### config.mk
export PLATFORM = sky130hd
export DESIGN_NAME = pulse_framer_flat
export DESIGN_NICKNAME = d
export VERILOG_FILES = /design/src/rtl/pulse_pkg.sv /design/src/rtl/pulse_framer_if.sv /design/src/rtl/trig_sync_edge.sv /design/src/rtl/pulse_framer.sv /design/src/flat_wrapper.sv
export SDC_FILE = /design/constraint.sdc
export NUM_CORES = 1
export LEC_CHECK = 0
export ABC_AREA = 1
export CAP_MARGIN = 20
export CORE_ASPECT_RATIO = 2
export CORE_MARGIN = 3
export CORE_UTILIZATION = 31
export DETAILED_ROUTE_END_ITERATION = 10
export GPL_TIMING_DRIVEN = 0
export SLEW_MARGIN = 5
export SYNTH_ARGS = -nofsm -noshare
export SYNTH_HDL_FRONTEND = slang
export SYNTH_SLANG_ARGS = --single-unit
### constraint.sdc
create_clock -name aclk -period 5.84 [get_ports aclk]
set_input_delay 1.752 -clock aclk [delete_from_list [all_inputs] [get_ports aclk]]
set_output_delay 1.752 -clock aclk [all_outputs]
set_load 0.01 [all_outputs]
### src/rtl/pulse_pkg.sv
// Shared definitions for the pulse framer and integrator:
// state encoding, index width, configuration bundle and window helpers.
package pulse_pkg;

    localparam int IDX_W = 16;

    localparam logic [1:0] IDLE    = 2'd0;
    localparam logic [1:0] ARM     = 2'd1;
    localparam logic [1:0] CAPTURE = 2'd2;

    typedef struct packed {
        logic [IDX_W-1:0] n_pulses;
        logic [IDX_W-1:0] n_samples;
        logic [IDX_W-1:0] start_index;
        logic [IDX_W-1:0] end_index;
    } cfg_t;

    // Last forwarded index, clipped to the end of the pulse.
    function automatic logic [IDX_W-1:0] win_end(
        input logic [IDX_W-1:0] end_index,
        input logic [IDX_W-1:0] n_samples
    );
        logic [IDX_W-1:0] last;
        last = n_samples - 16'd1;
        return (end_index < last) ? end_index : last;
    endfunction

    function automatic logic in_win(
        input logic [IDX_W-1:0] idx,
        input logic [IDX_W-1:0] lo,
        input logic [IDX_W-1:0] hi
    );
        return (idx >= lo) && (idx <= hi);
    endfunction

endpackage

### src/rtl/pulse_framer_if.sv
// Output stream bundle of the pulse framer (AXI4-Stream subset).
interface pulse_framer_if #(
    parameter int W = 32
);
    logic [W-1:0] tdata;
    logic         tvalid;
    logic         tready;
    logic         tlast;
    logic         tuser;

    modport master (
        output tdata, tvalid, tlast, tuser,
        input  tready
    );

    modport slave (
        input  tdata, tvalid, tlast, tuser,
        output tready
    );
endinterface

### src/rtl/trig_sync_edge.sv
// Two-flop synchronizer followed by a registered rising-edge detector.
module trig_sync_edge (
    input  logic clk,
    input  logic rst,
    input  logic trig,
    output logic rise
);
    logic s1;
    logic s2;
    logic prev;

    always_ff @(posedge clk or posedge rst) begin
        if (rst) begin
            s1   <= 1'b0;
            s2   <= 1'b0;
            prev <= 1'b0;
            rise <= 1'b0;
        end else begin
            s1   <= trig;
            s2   <= s1;
            prev <= s2;
            rise <= s2 & ~prev;
        end
    end
endmodule

### src/rtl/pulse_framer.sv
// Cuts the free-running ADC stream into one windowed frame per trigger.
// The source cannot stall, so back-pressure loss is flagged, not absorbed.
module pulse_framer
    import pulse_pkg::*;
#(
    parameter int AXIS_DATA_WIDTH = 32
) (
    input  logic                       aclk,
    input  logic                       areset,
    input  logic [AXIS_DATA_WIDTH-1:0] s_axis_tdata,
    input  logic                       s_axis_tvalid,
    input  logic                       trigger,
    input  logic                       enable,
    input  logic [IDX_W-1:0]           n_pulses,
    input  logic [IDX_W-1:0]           n_samples,
    input  logic [IDX_W-1:0]           start_index,
    input  logic [IDX_W-1:0]           end_index,
    pulse_framer_if.master             m_axis,
    output logic                       busy,
    output logic                       overflow,
    output logic                       missed_trigger,
    output logic [IDX_W-1:0]           pulse_count
);
    logic [1:0]       state;
    cfg_t             cfg;
    logic [IDX_W-1:0] idx;
    logic             trig_edge;

    logic             take;
    logic             fwd;
    logic             pend;
    logic             zero_pulse;
    logic [IDX_W-1:0] eff_end;
    logic [IDX_W-1:0] np_eff;
    logic [1:0]       after;

    trig_sync_edge u_sync (
        .clk  (aclk),
        .rst  (areset),
        .trig (trigger),
        .rise (trig_edge)
    );

    always_comb begin
        eff_end    = win_end(cfg.end_index, cfg.n_samples);
        take       = (state == CAPTURE) && s_axis_tvalid;
        fwd        = take && in_win(idx, cfg.start_index, eff_end);
        pend       = take && (idx == cfg.n_samples - 16'd1);
        zero_pulse = (state == ARM) && enable && trig_edge
                     && (n_samples == '0);
        // An empty pulse finishes while the config is still being latched.
        np_eff     = zero_pulse ? n_pulses : cfg.n_pulses;
        if (!enable || (np_eff != '0
                        && pulse_count + 16'd1 == np_eff))
            after = IDLE;
        else
            after = ARM;
    end

    assign busy = (state != IDLE);

    always_ff @(posedge aclk or posedge areset) begin
        if (areset) begin
            state          <= IDLE;
            cfg            <= '0;
            idx            <= '0;
            pulse_count    <= '0;
            overflow       <= 1'b0;
            missed_trigger <= 1'b0;
            m_axis.tdata   <= '0;
            m_axis.tvalid  <= 1'b0;
            m_axis.tlast   <= 1'b0;
            m_axis.tuser   <= 1'b0;
        end else begin
            unique case (state)
                IDLE: begin
                    if (enable) begin
                        state          <= ARM;
                        pulse_count    <= '0;
                        overflow       <= 1'b0;
                        missed_trigger <= 1'b0;
                    end
                end
                ARM: begin
                    if (!enable) begin
                        state <= IDLE;
                    end else if (trig_edge) begin
                        cfg <= '{n_pulses, n_samples,
                                 start_index, end_index};
                        idx <= '0;
                        if (zero_pulse) begin
                            pulse_count <= pulse_count + 16'd1;
                            state       <= after;
                        end else begin
                            state <= CAPTURE;
                        end
                    end
                end
                CAPTURE: begin
                    if (trig_edge)
                        missed_trigger <= 1'b1;
                    if (take) begin
                        idx <= idx + 16'd1;
                        if (pend) begin
                            pulse_count <= pulse_count + 16'd1;
                            state       <= after;
                        end
                    end
                end
                default: state <= IDLE;
            endcase

            // Single output stage: a stalled beat is never overwritten.
            if (fwd && m_axis.tvalid && !m_axis.tready) begin
                overflow <= 1'b1;
            end else if (fwd) begin
                m_axis.tdata  <= s_axis_tdata;
                m_axis.tvalid <= 1'b1;
                m_axis.tuser  <= (idx == cfg.start_index);
                m_axis.tlast  <= (idx == eff_end);
            end else if (m_axis.tvalid && m_axis.tready) begin
                m_axis.tvalid <= 1'b0;
                m_axis.tuser  <= 1'b0;
                m_axis.tlast  <= 1'b0;
            end
        end
    end
endmodule

### src/flat_wrapper.sv
// flat-port wrapper written by rule: the top's interface ports become plain ports
module pulse_framer_flat import pulse_pkg::*;
#(
    parameter int AXIS_DATA_WIDTH = 32
)
  (aclk, areset, s_axis_tdata, s_axis_tvalid, trigger, enable, n_pulses, n_samples, start_index, end_index, busy, overflow, missed_trigger, pulse_count, m_axis_tdata, m_axis_tvalid, m_axis_tlast, m_axis_tuser, m_axis_tready);
  pulse_framer_if #(.W(32)) m_axis_i ();
  input  logic aclk;
  input  logic areset;
  input  logic [AXIS_DATA_WIDTH-1:0] s_axis_tdata;
  input  logic s_axis_tvalid;
  input  logic trigger;
  input  logic enable;
  input  logic [IDX_W-1:0] n_pulses;
  input  logic [IDX_W-1:0] n_samples;
  input  logic [IDX_W-1:0] start_index;
  input  logic [IDX_W-1:0] end_index;
  output logic busy;
  output logic overflow;
  output logic missed_trigger;
  output logic [IDX_W-1:0] pulse_count;
  output wire logic [$bits(m_axis_i.tdata)-1:0] m_axis_tdata;
  output wire logic [$bits(m_axis_i.tvalid)-1:0] m_axis_tvalid;
  output wire logic [$bits(m_axis_i.tlast)-1:0] m_axis_tlast;
  output wire logic [$bits(m_axis_i.tuser)-1:0] m_axis_tuser;
  input wire logic [$bits(m_axis_i.tready)-1:0] m_axis_tready;
  assign m_axis_tdata = m_axis_i.tdata;
  assign m_axis_tvalid = m_axis_i.tvalid;
  assign m_axis_tlast = m_axis_i.tlast;
  assign m_axis_tuser = m_axis_i.tuser;
  assign m_axis_i.tready = m_axis_tready;
  pulse_framer #(.AXIS_DATA_WIDTH(AXIS_DATA_WIDTH)) u_core (.aclk(aclk), .areset(areset), .s_axis_tdata(s_axis_tdata), .s_axis_tvalid(s_axis_tvalid), .trigger(trigger), .enable(enable), .n_pulses(n_pulses), .n_samples(n_samples), .start_index(start_index), .end_index(end_index), .m_axis(m_axis_i), .busy(busy), .overflow(overflow), .missed_trigger(missed_trigger), .pulse_count(pulse_count));
endmodule
==> flow_summary.ini <==
[timing]
setup_viol = 0
rsz0062_at_grt = false
hold_viol_final = 0
whs_ns = 0.347
slew-limit-headroom_pct = 50.3
max_freq_ghz = 0.191
finClkSkew_ns = 0.00725
worstMarginPinSlew_ns = 0.746
period_minus_slack_ns = 5.24
finalMaxSlewViolations = 0
fin_crit_sh_pct = 89.7
worst_slack_ns = 0.603

[setup_path]
critical_path_class = flip-flop to flip-flop
critical_path.startpoint = u_core.cfg[32]$_DFFE_PP0P_
worst_path_most_repeated_cell = nand2_1
worstSetupStartpointType = flip-flop
crit_arrival_ns = 5.59
cp_slowest_stage_delay_ns = 0.41
end_kind = flip-flop
r2r_cells = 25
critPathMaxFanout = 10
r2r_setup_slack_ns = 0.60
worstPathRequired_ns = 6.19
slowest_stage = dfrtp_1
reg2reg_from = u_core.cfg[32]$_DFFE_PP0P_
crit_path_end = u_core.m_axis.tdata[16]$_DFFE_PP0P_
reg2reg_to = u_core.m_axis.tdata[16]$_DFFE_PP0P_

[route]
wl_mm = 27.7
num_vias = 8163
viasPerCell = 4.73
drt-initial-drc-count = 310
drcViolationCount = 0
dr.pass1.iters = 5
ant_nets = 0
avgRoutedWirePerCell_um = 16.1

[synth]
postSynthCellCount = 1185
async_reset_ff_share_pct = 100
synth-edff-count = 0
yosysSeqAreaShare_pct = 39.9
synth_nets = 1340
ys_seq_elements = 139
yosys.area.top_type = dfrtp_1
ys_top_cells_by_area = dfrtp_1 40%, nand2_1 17%, ha_1 7.6%
synth_common_cells = 399 x nand2_1, 147 x inv_1, 139 x dfrtp_1, 97 x o21ai_0, 72 x nor2_1
syn_area_um2 = 8710
synth_top_area_share_pct = 39.9
muxShareOfSynthArea_pct = 0
synth_compound_area_share_pct = 10.6
ys_warn_count = 0
synth_adder_area_share_pct = 7.61
synth_top_family_by_area = simple AND/OR/NAND/NOR gates
synth_xor_area_share_pct = 2.64
synth_simple_gate_area_share_pct = 30.6
synth_ff_type = dfrtp_1
ys_types = 40
yosysMostFrequentCell = nand2_1
syn_area_per_cell_um2 = 7.35

[layout]
diodes = 0
finalNetCount = 1515
finish.utilization_pct = 41.1
fin_cells = 1724
synthToLayoutAreaGrowth_pct = 30.4
design_area_um2 = 11400
drive_gt1_share_pct = 8.38

[power]
p_leak_nw = 5.50
peakVddDrop_uv = 270
p_per_area_nw_per_um2 = 451

[placement]
numPortBuffers = 155
gp_congestion = 0.857
placedInstanceArea_um2 = 10700
dp_cells = 1693
place_ws_ns = 0.587
hpwl_mm = 21.9

[clock_network]
cts_resized = 0
clk_latency_ns = 0.44
post_cts_buffers = 0
cts_tree = built
cts_buffers = 17
clkSinkCount = 139
cts-root-buf = clkbuf_16
cts_buffer_depth = 2
ctsHoldBuffers = 0
clk_pin_slew_ns = 0.06
htreeDepth = 4

[floorplanning]
die_w_um = 125
fp.dieArea_um2 = 30300
die_h_um = 243
core_um2 = 27700
start_util_pct = 31.5
fp-row-count = 86
io_pins = 156

[min_path]
hp-class = flip-flop to flip-flop

[grt]
antenna_found_initial = 0
overflow = 0
grt_pass1_vias = 8190
grt_usage_pct = 18.3
grt_max_degree = 82
grt_pass1_wl_mm = 43.4

[job]
cap_violations = 0

[run_status]
outcome = complete, no violations
## per-stage QoR
stage,setup TNS [ns],total power [mW]
after floorplan,0,3.17
after global placement,-273.04,3.90
after detailed placement,0,3.98
after CTS,0,5.16
after global routing,0,5.54
final,0,5.12
## routing by layer
| metal | vias to the layer above | part of all wire, % | GRT usage (%) |
|---|---|---|---|
| met5 | - | 0 | 0 |
| met1 | 3850 | 35 | 17.6 |
| met4 | 0 | 2.1 | 6.17 |
| met2 | 150 | 61 | 38.1 |
| met3 | 36 | 2.5 | 2.62 |
| li1 | 4127 | - | - |
## kinds of logic after synthesis
logic type | Yosys count
compound gates | 165
fa+ha+maj | 53
xor+xnor | 22
flops | 139
simple gates | 618
buf+inv | 188
## worst max-delay path, delay by kind of cell, from the launching register on
kind	cells	cell delay [ns]
adders and majority gates	3	0.98
and+or+nand+nor	10	1.05
buffers and inverters	5	0.97
DFF	1	0.41
xor gates and xnor gates	1	0.27
AOI/OAI and AO/OA	6	1.45
## flip-flops by register name (all words and copies together), names as in the netlist, 2 cells and up
| name | cells |
|---|---|
| u_core.cfg | 64 |
| u_core.idx | 16 |
| u_core.m_axis.tdata | 32 |
| u_core.pulse_count | 16 |
| u_core.state | 2 |
## how the worst min path moves through the flow
stage / from / end / slack (ns) / depth (start not counted)
floorplan: u_core.u_sync.s1$_DFF_PP0_ / u_core.u_sync.s2$_DFF_PP0_ / 0.33 / 0
CTS: u_core.u_sync.s1$_DFF_PP0_ / u_core.u_sync.s2$_DFF_PP0_ / 0.35 / 0
detailed placement: u_core.u_sync.s1$_DFF_PP0_ / u_core.u_sync.s2$_DFF_PP0_ / 0.34 / 0
global route: u_core.u_sync.s1$_DFF_PP0_ / u_core.u_sync.s2$_DFF_PP0_ / 0.37 / 0
global placement: u_core.u_sync.s1$_DFF_PP0_ / u_core.u_sync.s2$_DFF_PP0_ / 0.33 / 0
finish: u_core.u_sync.s1$_DFF_PP0_ / u_core.u_sync.s2$_DFF_PP0_ / 0.35 / 0
## cell type report
type	count	area, µm²
fillers	2854	16300
repair buffers	156	1580
multi-input cells	858	4480
clock buffers	21	480
clock inverters	10	140
well taps	352	440
inverters	150	568
flip-flops and latches	139	3480
plain buffers	38	189
## where the power goes
group / internal, mW / switching, mW
logic: 0.932 / 1.49
clock network: 0.714 / 0.445
registers: 1.26 / 0.273
total: 2.91 / 2.21
## layout by cell type, fill, tap and decap left out, types with 5 or more instances in the layout
cell type and count:
a21oi_1 33, nor2_1 72, xor2_1 13, nand4_1 32
nor3_1 11, nor2_2 10, nand3_1 54, clkdlybuf4s50_1 155
dfrtp_1 139, inv_1 146, buf_2 12, clkbuf_16 17
o21ai_0 97, nand3b_1 6, nand2_2 19, o21ai_2 17
ha_1 53, xor2_2 5, clkbuf_1 19, nand2_1 399
(Power assumes the default switching activity.)
